===== config.mk =====
export PLATFORM = sky130hd
export DESIGN_NAME = hazard_ctrl
export DESIGN_NICKNAME = d
export VERILOG_FILES = /design/src/rtl/pipe_pkg.sv /design/src/rtl/sat_counter.sv /design/src/rtl/hazard_ctrl.sv
export SDC_FILE = /design/constraint.sdc
export NUM_CORES = 1
export LEC_CHECK = 0
export ABC_AREA = 1
export CORE_MARGIN = 4
export CORE_UTILIZATION = 44
export CTS_BUF_LIST = sky130_fd_sc_hd__clkbuf_4
export DETAILED_ROUTE_END_ITERATION = 7
export PLACE_DENSITY = 0.79
export SLEW_MARGIN = 20
export SYNTH_ARGS = -nofsm -noshare
export SYNTH_HDL_FRONTEND = slang
export SYNTH_HIERARCHICAL = 1
export SYNTH_SLANG_ARGS = --single-unit
export TNS_END_PERCENT = 5

===== constraint.sdc =====
create_clock -name clk -period 1.69 [get_ports clk]
set_clock_uncertainty 0.05 [all_clocks]
set_input_delay 0.338 -clock clk [delete_from_list [all_inputs] [get_ports clk]]
set_output_delay 0.338 -clock clk [all_outputs]
set_load 0.02 [all_outputs]

===== src/rtl/pipe_pkg.sv =====
// Shared pipeline-control definitions: controller states, register-index
// width, the bundle of stage-control signals and the load-use test.
package pipe_pkg;

    localparam int unsigned REG_IDX_W = 5;

    typedef logic [REG_IDX_W-1:0] reg_idx_t;

    typedef enum logic [1:0] {
        RUN      = 2'd0,
        MEM_WAIT = 2'd1,
        ERR      = 2'd2
    } state_t;

    // Everything the controller drives into the pipeline in one cycle.
    typedef struct packed {
        logic pc_write;
        logic if_id_write;
        logic id_ex_hold;
        logic ex_mem_hold;
        logic if_id_flush;
        logic id_ex_flush;
        logic ex_mem_flush;
        logic pc_src;
        logic dmem_req;
    } ctrl_t;

    // Free-running pipeline: PC and IF/ID advance, nothing held or flushed.
    localparam ctrl_t CTRL_FREE = '{
        pc_write:     1'b1,
        if_id_write:  1'b1,
        id_ex_hold:   1'b0,
        ex_mem_hold:  1'b0,
        if_id_flush:  1'b0,
        id_ex_flush:  1'b0,
        ex_mem_flush: 1'b0,
        pc_src:       1'b0,
        dmem_req:     1'b0
    };

    // A load in ID/EX whose destination (other than x0) is read by the
    // instruction in ID.
    function automatic logic load_use_hazard(
        input logic     mem_read,
        input reg_idx_t rd,
        input reg_idx_t rs1,
        input reg_idx_t rs2
    );
        return mem_read && (rd != '0) && ((rd == rs1) || (rd == rs2));
    endfunction

endpackage


===== src/rtl/sat_counter.sv =====
// Up-counter that sticks at all-ones instead of wrapping.
module sat_counter #(
    parameter int unsigned WIDTH = 16
) (
    input  logic             i_clk,
    input  logic             i_rst_n,
    input  logic             i_inc,
    output logic [WIDTH-1:0] o_count
);

    logic [WIDTH-1:0] r_count;

    // Count enabled cycles, holding once the maximum is reached.
    always_ff @(posedge i_clk) begin
        if (!i_rst_n) begin
            r_count <= '0;
        end else if (i_inc && (r_count != '1)) begin
            r_count <= r_count + WIDTH'(1);
        end
    end

    assign o_count = r_count;

endmodule


===== src/rtl/hazard_ctrl.sv =====
// Pipeline hazard controller: taken-branch flush, data-memory wait stalls
// with timeout, and load-use interlock, plus a stalled-cycle counter.
module hazard_ctrl
    import pipe_pkg::*;
#(
    parameter int unsigned MEM_TIMEOUT = 15,
    parameter int unsigned CNT_W       = 16
) (
    input  logic             clk,
    input  logic             rst_n,
    input  logic [4:0]       id_rs1,
    input  logic [4:0]       id_rs2,
    input  logic [4:0]       id_ex_rd,
    input  logic             id_ex_MemRead,
    input  logic             ex_mem_Branch,
    input  logic             ex_mem_zero,
    input  logic             ex_mem_MemRead,
    input  logic             ex_mem_MemWrite,
    input  logic             dmem_ack,
    output logic             dmem_req,
    output logic             pc_write,
    output logic             if_id_write,
    output logic             id_ex_hold,
    output logic             ex_mem_hold,
    output logic             if_id_flush,
    output logic             id_ex_flush,
    output logic             ex_mem_flush,
    output logic             pc_src,
    output logic             mem_err,
    output logic [CNT_W-1:0] stall_count
);

    localparam int unsigned WAIT_W = (MEM_TIMEOUT < 2) ? 1 : $clog2(MEM_TIMEOUT + 1);

    state_t            r_state;
    state_t            w_state_next;
    logic [WAIT_W-1:0] r_wait;
    logic [WAIT_W-1:0] w_wait_next;
    ctrl_t             w_ctrl;
    logic              w_branch_taken;
    logic              w_mem_op;
    logic              w_load_use;

    assign w_branch_taken = ex_mem_Branch & ex_mem_zero;
    assign w_mem_op       = ex_mem_MemRead | ex_mem_MemWrite;
    assign w_load_use     = load_use_hazard(id_ex_MemRead, id_ex_rd, id_rs1, id_rs2);

    // State and wait-counter registers.
    always_ff @(posedge clk) begin
        if (!rst_n) begin
            r_state <= RUN;
            r_wait  <= '0;
        end else begin
            r_state <= w_state_next;
            r_wait  <= w_wait_next;
        end
    end

    // Next state and stage controls from state plus current inputs,
    // priority branch > memory wait > load-use; reset forces a free pipe.
    always_comb begin
        w_ctrl       = CTRL_FREE;
        w_state_next = r_state;
        w_wait_next  = r_wait;

        unique case (r_state)
            RUN: begin
                if (w_branch_taken) begin
                    w_ctrl.pc_src       = 1'b1;
                    w_ctrl.if_id_flush  = 1'b1;
                    w_ctrl.id_ex_flush  = 1'b1;
                    w_ctrl.ex_mem_flush = 1'b1;
                end else if (w_mem_op) begin
                    w_ctrl.dmem_req = 1'b1;
                    if (!dmem_ack) begin
                        w_ctrl.pc_write    = 1'b0;
                        w_ctrl.if_id_write = 1'b0;
                        w_ctrl.id_ex_hold  = 1'b1;
                        w_ctrl.ex_mem_hold = 1'b1;
                        w_state_next       = MEM_WAIT;
                        w_wait_next        = '0;
                    end
                end else if (w_load_use) begin
                    w_ctrl.pc_write    = 1'b0;
                    w_ctrl.if_id_write = 1'b0;
                    w_ctrl.id_ex_flush = 1'b1;
                end
            end
            MEM_WAIT: begin
                w_ctrl.dmem_req = 1'b1;
                if (dmem_ack) begin
                    w_state_next = RUN;
                end else begin
                    w_ctrl.pc_write    = 1'b0;
                    w_ctrl.if_id_write = 1'b0;
                    w_ctrl.id_ex_hold  = 1'b1;
                    w_ctrl.ex_mem_hold = 1'b1;
                    w_wait_next        = r_wait + WAIT_W'(1);
                    if (w_wait_next == WAIT_W'(MEM_TIMEOUT)) begin
                        w_state_next = ERR;
                    end
                end
            end
            ERR: begin
                w_ctrl.pc_write    = 1'b0;
                w_ctrl.if_id_write = 1'b0;
                w_ctrl.id_ex_hold  = 1'b1;
                w_ctrl.ex_mem_hold = 1'b1;
            end
            default: begin
                w_state_next = RUN;
            end
        endcase

        if (!rst_n) begin
            w_ctrl = CTRL_FREE;
        end
    end

    sat_counter #(
        .WIDTH(CNT_W)
    ) u_stall_cnt (
        .i_clk   (clk),
        .i_rst_n (rst_n),
        .i_inc   (~w_ctrl.pc_write),
        .o_count (stall_count)
    );

    assign dmem_req     = w_ctrl.dmem_req;
    assign pc_write     = w_ctrl.pc_write;
    assign if_id_write  = w_ctrl.if_id_write;
    assign id_ex_hold   = w_ctrl.id_ex_hold;
    assign ex_mem_hold  = w_ctrl.ex_mem_hold;
    assign if_id_flush  = w_ctrl.if_id_flush;
    assign id_ex_flush  = w_ctrl.id_ex_flush;
    assign ex_mem_flush = w_ctrl.ex_mem_flush;
    assign pc_src       = w_ctrl.pc_src;
    assign mem_err      = (r_state == ERR);

endmodule


==> reports/results.tsv <==
stage	metric	value	unit
run_status	status	complete, but fails checks	
run_status	violations	negative setup slack	
finish	instances_no_fill	373	
clock_tree	cts.sinks	22	
routing	drt_first_iter_violations	60	
power	clkPwrFrac	22.6	%
clock_tree	ctsHtreeMaxLevel	1	
routing	num_vias	1792	
worst_setup_path	crit_required	1850	ps
floorplan	io_pins	49	
clock_tree	hold_buffers	0	
floorplan	die_w	68.8	um
power	power	0.00103	W
sta	fin_crit_sh	105	%
routing	routed_wl	3.92	mm
worst_setup_path	critPathLaunchType	primary input	
worst_setup_path	worst_path_max_delay_cell	or2_1	
global_route	antenna_found_initial	0	
synth	ys_seq_area_share	27.1	%
finish	antenna_cells	0	
sta	slew_headroom	83.9	%
synth	synth_warnings	6	
place	pre_cts_slack	-877	ps
finish	final_area	0.00223	sq mm
power	ir_drop	0.351	mV
worst_setup_path	crit_chain	buf_4 > nor2_1 > nor2_1 > nor2_1 > nand3_1 > nand2_1 > nand2_2 > nand2_2 > nand2_2 > a21oi_2 > buf_4 > nand3_2 > or2_1 > nor2_2 > nand3_1 > nand2_1 > nor2_1	
synth	synth_fp_nets	290	
power	leakagePower	1.15	nW
routing	wl_per_cell	10.5	um
floorplan	core_area	0.00344	sq mm
global_route	grt_pass1_wl	6.65	mm
run	maxCapViolCount	0	
clock_tree	cts_root_buf	clkbuf_4	
clock_tree	cts_tree	done	
power	switchingPower	0.000294	W
finish	fin_nets	355	
min_path	hold_class	flip-flop to flip-flop	
worst_setup_path	cpMostUsedCell	nor2_1	
place	routabilityCongestion	0.870	
sta	hold_ws	440	ps
routing	drc	0	
sta	hold_viol	0	
sta	worst_slack	-90.4	ps
routing	drtPass1Iterations	4	
global_route	first_global_vias	1693	
clock_tree	cts_buffer_depth	2	
synth	syn_area_per_cell	6.17	sq um
routing	viasPerCell	4.80	
worst_setup_path	max_stage_delay	230	ps
global_route	groute.usage.overall	17.8	%
global_route	globalRouteOverflowTotal	0	
synth	synth_cell_types	25	
floorplan	die_area	0.00474	sq mm
worst_setup_path	cp_max_fo	4	
floorplan	dieHeight	68.8	um
sta	setup_violations	21	
place	dp_hpwl	3.10	mm
sta	drv_slew	0	
clock_tree	cts_buffers	3	
sta	max_clock_freq	0.562	GHz
synth	syn-cell-area	0.00163	sq mm
worst_setup_path	end_kind	flip-flop	
power	intPower	0.000732	W
finish	area_growth	37.1	%
floorplan	start_util	47.3	%
clock_tree	clkSlewWorstSetupHoldPaths	120	ps
synth	syn_inst	264	
worst_setup_path	critPathTopFamily	simple AND/OR/NAND/NOR gates	
place	dp.cells	367	
worst_setup_path	arrival	1940	ps
finish	drive_above_1_share	29.7	%
sta	min_period	1780	ps
synth	synth_seq_cells	22	
worst_setup_path	path_buf_inv	2	
routing	drtAntennaViolNets	0	
global_route	grt_max_degree	14	
sta	rsz0062_at_grt	yes	
power	seqPwrFrac	52.2	%
worst_setup_path	critPathKind	primary input to flip-flop	
place	placed_cell_area	0.00222	sq mm
power	power.density	459	mW/mm^2
power	power_switching_share	28.6	%
floorplan	row_count	21	
place	portBuffers	48	
clock_tree	clk-insertion-delay-late	300	ps
sta	tightest_slew	240	ps
power	pwr-share-comb	25.2	%
-- Yosys cell counts --
master / instances / area [sq um]
nand2_4: 2 / 22.5
o21ai_0: 4 / 20.0
nor3_1: 2 / 10.0
buf_12: 1 / 20.0
clkbuf_8: 1 / 13.8
nor2_8: 1 / 20.0
nand4_1: 3 / 18.8
or2_0: 3 / 18.8
nand4_2: 1 / 12.5
nor2_4: 6 / 67.6
buf_4: 5 / 37.5
ha_1: 3 / 37.5
inv_1: 32 / 120
inv_2: 2 / 7.51
a21oi_1: 14 / 70.1
nand2_2: 4 / 25.0
nand3_1: 17 / 85.1
nor2_1: 47 / 176
dfxtp_1: 22 / 440
xnor2_1: 3 / 26.3
nand2_1: 79 / 297
a211oi_1: 2 / 15.0
xor2_1: 1 / 8.76
o21a_1: 1 / 7.51
nor2_2: 8 / 50.1
-- logic make-up after synthesis --
logic type / synth area share (%)
fa+ha+maj: 2.31
xor+xnor: 2.15
compound gates: 6.92
flops: 27.1
simple gates: 49.3
buf+inv: 12.2
-- worst register-to-register path, cell delays in order, from the launching register on --
cell	delay (ps)
dfxtp_2	360
buf_6	120
a211oi_2	170
nand2_2	90
a21oi_2	130
buf_4	140
nand3_2	80
or2_1	230
nor2_2	100
nand3_1	80
nand2_1	70
nor2_1	40
-- layer usage --
layer  vias up  routed length, um  track usage [%]
met2        47               1950             33.0
met5         -                  0                0
met4         0                 40             3.16
met1       796               1660             19.9
met3         6                268             5.67
li1        943                  -                -
-- final timing paths --
kind                    start                 endpoint  slack, ps  cells after the start
setup / recovery  id_ex_rd[0]  u_stall_cnt/o_count[13]        -90                     17
hold reg to reg     r_wait[3]                r_wait[3]        440                      2
setup reg to reg   r_state[0]  u_stall_cnt/o_count[13]        -50                     11
hold / removal      r_wait[3]                r_wait[3]        440                      2
-- registers in the layout, summed over array words and instances, names as in the netlist --
register	cells
r_state	2
r_wait	4
u_stall_cnt/o_count	16
-- metrics by stage --
step	TNS (ps)	utilization (%)
floorplan	-352	-
CTS	-1110	63.3
detailed placement	-18070	64.4
global route	-3910	64.8
finish	-908	64.8
global placement	-17280	64.4
-- cell type report --
type / count / area (sq um)
repair buffers: 67 / 524
clock buffers: 3 / 22.5
flip-flops and latches: 22 / 443
multi-input cells: 201 / 1050
fillers: 339 / 1210
well taps: 46 / 57.6
inverters: 34 / 130
-- what timing repair did --
| action | in CTS | in global routing |
|---|---|---|
| hold endpoints to repair | 0 | 0 |
| pin swaps | 39 | 19 |
| endpoints found under the setup margin | 42 | 26 |
| resized for setup | 148 | 24 |
| setup buffers | 2 | 1 |
-- cell usage in the layout (no fill, tap or decap), types with 3 or more instances in the layout --
master,n
buf_2,13
buf_6,5
clkdlybuf4s15_1,5
xnor2_1,3
inv_1,24
nand2_1,75
nand4_1,3
nor2_1,38
nor2_4,9
inv_2,9
dlygate4sd2_1,18
ha_1,3
clkbuf_4,3
nand3_1,15
a21oi_1,13
buf_4,24
nand2_2,8
nor2_2,14
dfxtp_1,20
-- power groups by stage --
stage	clock, W	sequential (W)	combinational [W]
floorplan	0	0.000550	0.000131
global placement	0	0.000545	0.000254
detailed placement	0	0.000546	0.000258
CTS	0.000245	0.000535	0.000245
global route	0.000268	0.000537	0.000288
finish	0.000232	0.000535	0.000258
Power figures use the tool's default switching activity.
